<file path="config.mk">
export PLATFORM = sky130hd
export DESIGN_NAME = spi_flash_read_arbiter
export DESIGN_NICKNAME = d
export VERILOG_FILES = /design/src/rtl/spi_flash_read_arbiter.sv
export SDC_FILE = /design/constraint.sdc
export NUM_CORES = 1
export LEC_CHECK = 0
export BUFFER_PORTS_ARGS = -buffer_cell sky130_fd_sc_hd__buf_4
export CORE_MARGIN = 5
export CORE_UTILIZATION = 44
export DETAILED_ROUTE_END_ITERATION = 10
export GPL_TIMING_DRIVEN = 1
export PLACE_DENSITY = 0.69
export SYNTH_ARGS = -nofsm -noshare
export SYNTH_HDL_FRONTEND = slang
export SYNTH_SLANG_ARGS = --single-unit
</file>
<file path="constraint.sdc">
create_clock -name clk_i -period 2.59 [get_ports clk_i]
set_clock_uncertainty 0.15 [all_clocks]
set_input_delay 0.1295 -clock clk_i [delete_from_list [all_inputs] [get_ports clk_i]]
set_output_delay 0.1295 -clock clk_i [all_outputs]
set_load 0.01 [all_outputs]
</file>
<file path="src/rtl/spi_flash_read_arbiter.sv">
`default_nettype none
// ============================================================================
// Module   : spi_flash_read_arbiter
// Brief    : Round-robin burst-read arbiter sharing one single-byte SPI flash
//            read controller between two requesters.
// Revision : 1.0
// ============================================================================
module spi_flash_read_arbiter #(
    parameter int LEN_W = 8
) (
    input  logic             clk_i,
    input  logic             rst_ni,
    input  logic [1:0]       req_i,
    input  logic [23:0]      addr0_i,
    input  logic [23:0]      addr1_i,
    input  logic [LEN_W-1:0] len0_i,
    input  logic [LEN_W-1:0] len1_i,
    output logic [1:0]       gnt_o,
    output logic [7:0]       rd_data_o,
    output logic [1:0]       rd_valid_o,
    output logic [1:0]       done_o,
    output logic             busy_o,
    output logic             flash_chipSel_o,
    output logic             flash_readMem_o,
    output logic [23:0]      flash_address_o,
    input  logic [7:0]       flash_dataOut_i,
    input  logic             flash_ready_i
);

    localparam logic [23:0]      C_ADDR_ONE = 24'd1;
    localparam logic [LEN_W-1:0] C_CNT_ONE  = {{(LEN_W-1){1'b0}}, 1'b1};

    typedef enum logic [2:0] {
        S_IDLE   = 3'd0,
        S_GRANT  = 3'd1,
        S_ISSUE  = 3'd2,
        S_GAP    = 3'd3,
        S_FINISH = 3'd4
    } state_e;

    state_e           state_q, state_d;
    logic             owner_q, owner_d;
    logic             last_gnt_q, last_gnt_d;
    logic [1:0]       gnt_q, gnt_d;
    logic [23:0]      cur_addr_q, cur_addr_d;
    logic [LEN_W-1:0] cnt_q, cnt_d;
    logic [7:0]       rd_data_q, rd_data_d;
    logic [1:0]       rd_valid_q, rd_valid_d;
    logic [1:0]       done_q, done_d;
    logic             busy_q, busy_d;
    logic             cs_q, cs_d;
    logic [23:0]      faddr_q, faddr_d;

    logic [1:0]       w_owner_oh;
    logic [LEN_W-1:0] w_len;
    logic [23:0]      w_addr;
    logic             w_pick;

    assign w_owner_oh = owner_q ? 2'b10 : 2'b01;
    assign w_len      = owner_q ? len1_i : len0_i;
    assign w_addr     = owner_q ? addr1_i : addr0_i;
    // On a tie the port that did not win last time takes the bus.
    assign w_pick     = (req_i == 2'b11) ? ~last_gnt_q : req_i[1];

    always_comb begin
        state_d    = state_q;
        owner_d    = owner_q;
        last_gnt_d = last_gnt_q;
        gnt_d      = gnt_q;
        cur_addr_d = cur_addr_q;
        cnt_d      = cnt_q;
        rd_data_d  = rd_data_q;
        rd_valid_d = 2'b00;
        done_d     = 2'b00;
        cs_d       = 1'b0;
        faddr_d    = faddr_q;
        case (state_q)
            S_IDLE: begin
                if (req_i != 2'b00) begin
                    owner_d    = w_pick;
                    last_gnt_d = w_pick;
                    gnt_d      = w_pick ? 2'b10 : 2'b01;
                    state_d    = S_GRANT;
                end
            end
            S_GRANT: begin
                cur_addr_d = w_addr;
                cnt_d      = w_len;
                if (w_len == '0) begin
                    state_d = S_FINISH;
                    done_d  = w_owner_oh;
                end else begin
                    state_d = S_ISSUE;
                    cs_d    = 1'b1;
                    faddr_d = w_addr;
                end
            end
            S_ISSUE: begin
                cs_d = 1'b1;
                if (flash_ready_i) begin
                    rd_data_d  = flash_dataOut_i;
                    rd_valid_d = w_owner_oh;
                    cur_addr_d = cur_addr_q + C_ADDR_ONE;
                    cnt_d      = cnt_q - C_CNT_ONE;
                    cs_d       = 1'b0;
                    if (cnt_q == C_CNT_ONE) begin
                        state_d = S_FINISH;
                        done_d  = w_owner_oh;
                    end else begin
                        state_d = S_GAP;
                    end
                end
            end
            S_GAP: begin
                state_d = S_ISSUE;
                cs_d    = 1'b1;
                faddr_d = cur_addr_q;
            end
            S_FINISH: begin
                state_d = S_IDLE;
                gnt_d   = 2'b00;
            end
            default: begin
                state_d = S_IDLE;
                gnt_d   = 2'b00;
            end
        endcase
        busy_d = (state_d != S_IDLE);
    end

    always_ff @(posedge clk_i or negedge rst_ni) begin
        if (!rst_ni) begin
            state_q    <= S_IDLE;
            owner_q    <= 1'b0;
            last_gnt_q <= 1'b1;
            gnt_q      <= 2'b00;
            cur_addr_q <= 24'd0;
            cnt_q      <= '0;
            rd_data_q  <= 8'd0;
            rd_valid_q <= 2'b00;
            done_q     <= 2'b00;
            busy_q     <= 1'b0;
            cs_q       <= 1'b0;
            faddr_q    <= 24'd0;
        end else begin
            state_q    <= state_d;
            owner_q    <= owner_d;
            last_gnt_q <= last_gnt_d;
            gnt_q      <= gnt_d;
            cur_addr_q <= cur_addr_d;
            cnt_q      <= cnt_d;
            rd_data_q  <= rd_data_d;
            rd_valid_q <= rd_valid_d;
            done_q     <= done_d;
            busy_q     <= busy_d;
            cs_q       <= cs_d;
            faddr_q    <= faddr_d;
        end
    end

    assign gnt_o           = gnt_q;
    assign rd_data_o       = rd_data_q;
    assign rd_valid_o      = rd_valid_q;
    assign done_o          = done_q;
    assign busy_o          = busy_q;
    assign flash_chipSel_o = cs_q;
    assign flash_readMem_o = cs_q;
    assign flash_address_o = faddr_q;

endmodule
`default_nettype wire
</file>
# Word level (Yosys, flattened, before mapping)
# Index checks and enable logic that the tools add are counted.
[totals]
output_inout_bits = 41
inputBits = 77
elab_cells = 63
ff_bits = 77
[classes]
n_reduce_logical = 12
n_bitwise = 2
eq_ne = 8
n_addsub = 2
mux = 27
[ops]
columns = ["operator", "count"]
rows = [
  ["$pmux W24 S2", 2],
  ["$mux W24", 3],
  ["$add A24 B1 Y24 const B", 1],
  ["$mux W2", 8],
  ["$mux W8", 2],
  ["$pmux W8 S2", 1],
  ["$mux W3", 4],
  ["$pmux W3 S4", 1],
  ["$reduce_and A2 Y1", 5],
  ["$eq A8 B1 Y1 const B", 1],
  ["$logic_not A8 Y1", 1],
  ["$pmux W2 S2", 2],
  ["$sub A8 B1 Y8 const B", 1],
  ["$eq A3 B2 Y1 const B", 2],
  ["$ne A2 B2 Y1 const B", 3],
  ["$reduce_bool A2 Y1", 3],
  ["$eq A3 B1 Y1 const B", 1],
  ["$logic_not A3 Y1", 1],
  ["$mux W1", 3],
  ["$pmux W1 S3", 1],
  ["$reduce_bool A3 Y1", 1],
  ["$reduce_or A3 Y1", 1],
  ["$eq A2 B2 Y1 const B", 1],
  ["$not A1 Y1", 2],
]

# Longest topological paths before layout
[depth]
ltp_word = 5
depth_mapped = 8
depth_no_buf = 6

# Worst setup path before layout
# OpenSTA, ideal clock, no wires.
[synth_path]
kind = "register to register"
startpoint = "reg cur_addr_q[0]"
endpoint = "reg cur_addr_q[18]"
path_stages_with_launch = 7
slack_ns = 0.694
setup_ns = 0.126
required_time_ns = 2.314
t_arrival_ns = 1.620
synth_period_minus_slack_ns = 1.896
path_buffers = 0
path_cell_list = "dfrtp_1 > ha_1 > nand3_1 > or2_2 > nor3_1 > o21ai_0 > a221o_1"
[synth_via]
elab_chain_len = 3
[synth_rtl]
columns = ["element", "line_no", "text"]
rows = [
  ["from (decl)", "45", "logic [23:0] cur_addr_q, cur_addr_d;"],
  ["from (signal assigned)", "150", "cur_addr_q <= cur_addr_d;"],
  ["$add A24 B1 Y24", "103", "cur_addr_d = cur_addr_q + C_ADDR_ONE;"],
  ["$mux W24", "100", "if (flash_ready_i) begin"],
  ["$pmux W24 S2", "77", "case (state_q)"],
]
# No other way between the ends. The select of a mux whose other input is x is not followed.
# A chain may end at the register's enable or synchronous reset.

# Final worst setup path
[layout_path]
startpoint = "reg owner_q"
endpoint = "reg faddr_q[2], in the netlist flash_address_o[2]"
[layout_via]
elab_chain_len = 4
elab_cells_between_ends = 7
classes_between = "1 x eq/ne; 4 x mux; 2 x reduce/logical"
[layout_rtl]
columns = ["element", "line_no", "text"]
rows = [
  ["from (decl)", "42", "logic owner_q, owner_d;"],
  ["from (signal assigned)", "147", "owner_q <= owner_d;"],
  ["$mux W8", "60", "assign w_len = owner_q ? len1_i : len0_i;"],
  ["$logic_not A8 Y1", "89", "if (w_len == '0) begin"],
  ["$ne A2 B2 Y1 (no source line)", "--", ""],
  ["$reduce_and A2 Y1 (no source line)", "--", ""],
  ["to (signal assigned)", "157", "faddr_q <= faddr_d;"],
  ["to (decl)", "52", "logic [23:0] faddr_q, faddr_d;"],
]
# Several ways; a longest one is shown, not always the timed one. The select of a mux whose other input is x is not followed.

==> impl_results.md <==
- 1st-pass router iterations: 5
- Worst rel slew slack: 14.1%
- GR Util All Layers: 21.9%
- Total power: roughly 6.9 mW
- Port bufs: 117
- Placer Congestion: 0.868
- Nets: 678
- Synth top area cells: dfrtp_1, a221o_1, nand2_1
- # rows: 36
- Setup Fix Bufs, Post-CTS: 0
- Vias in the first global route: 4110
- CP Cell Sequence: buf_4 -> mux2_2 -> dlygate4sd3_1 -> a221o_1
- Routed Antenna Nets: 0
- Peak VDD IR: 0.559 mV
- CP max-delay cell: dfrtp_2
- Post-CTS resize count: 0
- Logic pwr share: 49.2%
- RSZ-0062 raised after global routing: no
- Fin crit share: 95.7%
- Synthesized area per cell: 9.30 um^2
- Reg power frac: 34.5%
- DRC marker count from the first detailed-route iteration: 292
- Die Area: 0.0119 mm^2
- Critical path class: reg2reg
- Worst hold path class: in2reg
- Most used DFF post-synth: dfrtp_1
- Via count: 4238
- CTS root buffer: clkbuf_8
- Minimum clock period: 2.48 ns
- First-pass GRT wire length: 20400 um
- Setup crit start kind: flip-flop
- Vias/cell: roughly 5.8
- Largest net degree at the start of global routing: just under 80
- Number of H-tree levels: 3
- Leakage power: between 2 and 3 nW
- Setup TNS: 0 ns
- Hold slack: 0.00152 ns
- WL per Instance: 17.4 um
- Post-synth ARST share: between 90% and 100%
- # diodes: 0
- Internal Pwr Total: about 4.1 mW
- Drc violations: 0
- Maxcap violations: 0
- Area of placed instances: between 0.005 and 0.006 mm^2
- Sw frac: 41.4%
- Floorplan die height: around 110 um
- Die W: 109 um
- Maximum fanout along the worst path: 20
- Final count of hold timing violations: 0
- Io pins: 118
- Hold Buf Count CTS: 21
- Critical Path End Type: flip-flop
- Power per Cell Area: 1200 mW/mm^2
- Clock Latency Late Sink: 0.36 ns
- Fin area: 0.00579 mm^2
- Clock power share: 16.2%
- Area Growth Syn to Fin: 33.5%
- Status: complete, no violations
- Post-synthesis sequential area ratio: 44.5%
- Register bit total from synthesis: 77
- Synth warn: 0
- Final Max Slew Viols: 0
- Net Count, Synth: 546
- Worst Path Required: 2.69 ns
- CTS sink count: 77
- Synth Cell Area: 0.00433 mm^2
- Worst path arrival time: 2.58 ns
- Synth area leader: dfrtp_1
- CTS tree: done
- Cells after synthesis: 466
- Final design utilization: 59.7%
- Total wire length: 12800 um
- Reg clk slew, reported paths: 0.08 ns
- Antenna violations before repair: 0
- Hpwl dp: 8950 um
- Core region area: 0.00968 mm^2
- Critical path's largest stage delay: 0.61 ns
- EDFF count, synth: 0
- Cell with the most instances after synthesis: dfrtp_1
- Initial Utilization: 44.7%
- Share of layout cells above drive strength 1: 27.9%
- Top-area cell type share of the netlist area: between 40% and 50%
- GRT overflow: 0
- Worst Tran Pin Value: 1.28 ns
- Final setup vio count: 0
- Library cells used by synthesis: 60
- Max Fclk: between 0.4 and 0.5 GHz
- NetSw: 2.87 mW
- Commonest cells post-synth: dfrtp_1, nand2_1, nor2_1
- Total CTS buffers: 9
- Bufs on Longest Clock Path: 2
metrics by stage:
stage,instances,worst slack [ns]
2_1_floorplan,466,0.694
3_3_place_gp,699,0.383
3_5_place_dp,699,0.276
4_1_cts,736,0.121
5_1_grt,736,0.00822
6_report,736,0.112
area by class of cell:
class | instances | area, um^2
Timing Repair Buffer | 153 | 1210
Inverter | 8 | 30.0
Sequential cell | 77 | 1930
Fill cell | 864 | 3900
Clock buffer | 12 | 145
Clock inverter | 4 | 97.6
Tap cell | 133 | 166
Multi-Input combinational cell | 349 | 2200
power by group through the flow:
stage / Combinational (mW) / Clock [mW] / Sequential [mW]
2_1_floorplan: 2.29 / 0 / 2.31
3_3_place_gp: 3.29 / 0 / 2.38
3_5_place_dp: 3.37 / 0 / 2.41
4_1_cts: 3.44 / 1.14 / 2.39
5_1_grt: 3.78 / 1.19 / 2.49
6_report: 3.42 / 1.13 / 2.40
layer usage:
layer	GRT usage [%]	part of all wire (%)
met3	3.37	7.4
met2	37.8	50
met1	28.3	41
met4	6.95	2.0
met5	0	0
state kept, by name (all words and copies together) (netlist names):
register / flops
state_q: 3
rd_valid_o: 2
flash_address_o: 24
flash_chipSel_o: 1
busy_o: 1
cnt_q: 8
last_gnt_q: 1
rd_data_o: 8
owner_q: 1
cur_addr_q: 24
done_o: 2
gnt_o: 2
critical path: cells and delay by family (launching register included):
family	cells	cell delay, ns
AO/OA/AOI/OAI	1	0.29
buffers and inverters	2	0.93
flip-flops	1	0.61
multiplexers	1	0.39
cells by family (layout without fill, tap and decap cells):
family	Yosys count	count (layout)	synth area share (%)
muxes	33	33	7.97
and+or+nand+nor	175	175	20.2
adders and majority gates	3	3	0.866
AOI/OAI and AO/OA	138	138	21.8
DFF	77	77	44.5
buffers and inverters	40	177	4.65
layout by cell type, fill, tap and decap left out, drive strengths merged, types with 3 or more instances in the layout:
cell type	count
nand4	3
and4	3
inv	8
mux2i	21
nor3	24
buf	132
clkbuf	12
nor4	5
o22a	4
a22oi	4
nand3	14
a221o	23
a21oi	34
o31ai	4
and3	12
a211oi	3
nor3b	3
dfrtp	76
ha	3
bufinv	3
or2	3
nor2	34
o21ai	33
mux2	12
dlygate4sd3	21
o22ai	8
nand2	60
a2bb2oi	3
a31oi	5
path summary, 6_finish.rpt:
path                               from  cells past startpoint                   to  slack, ns
setup / recovery                owner_q                      4   flash_address_o[2]       0.11
hold / removal              addr0_i[10]                      3  flash_address_o[10]      0.002
setup reg to reg                owner_q                      4   flash_address_o[2]       0.11
hold reg to reg            rd_data_o[0]                      2         rd_data_o[0]       0.34
max in group asynchronous        rst_ni                      3           last_gnt_q       1.74
min in group asynchronous        rst_ni                      3  flash_address_o[13]       0.19
(Power assumes the default switching activity.)
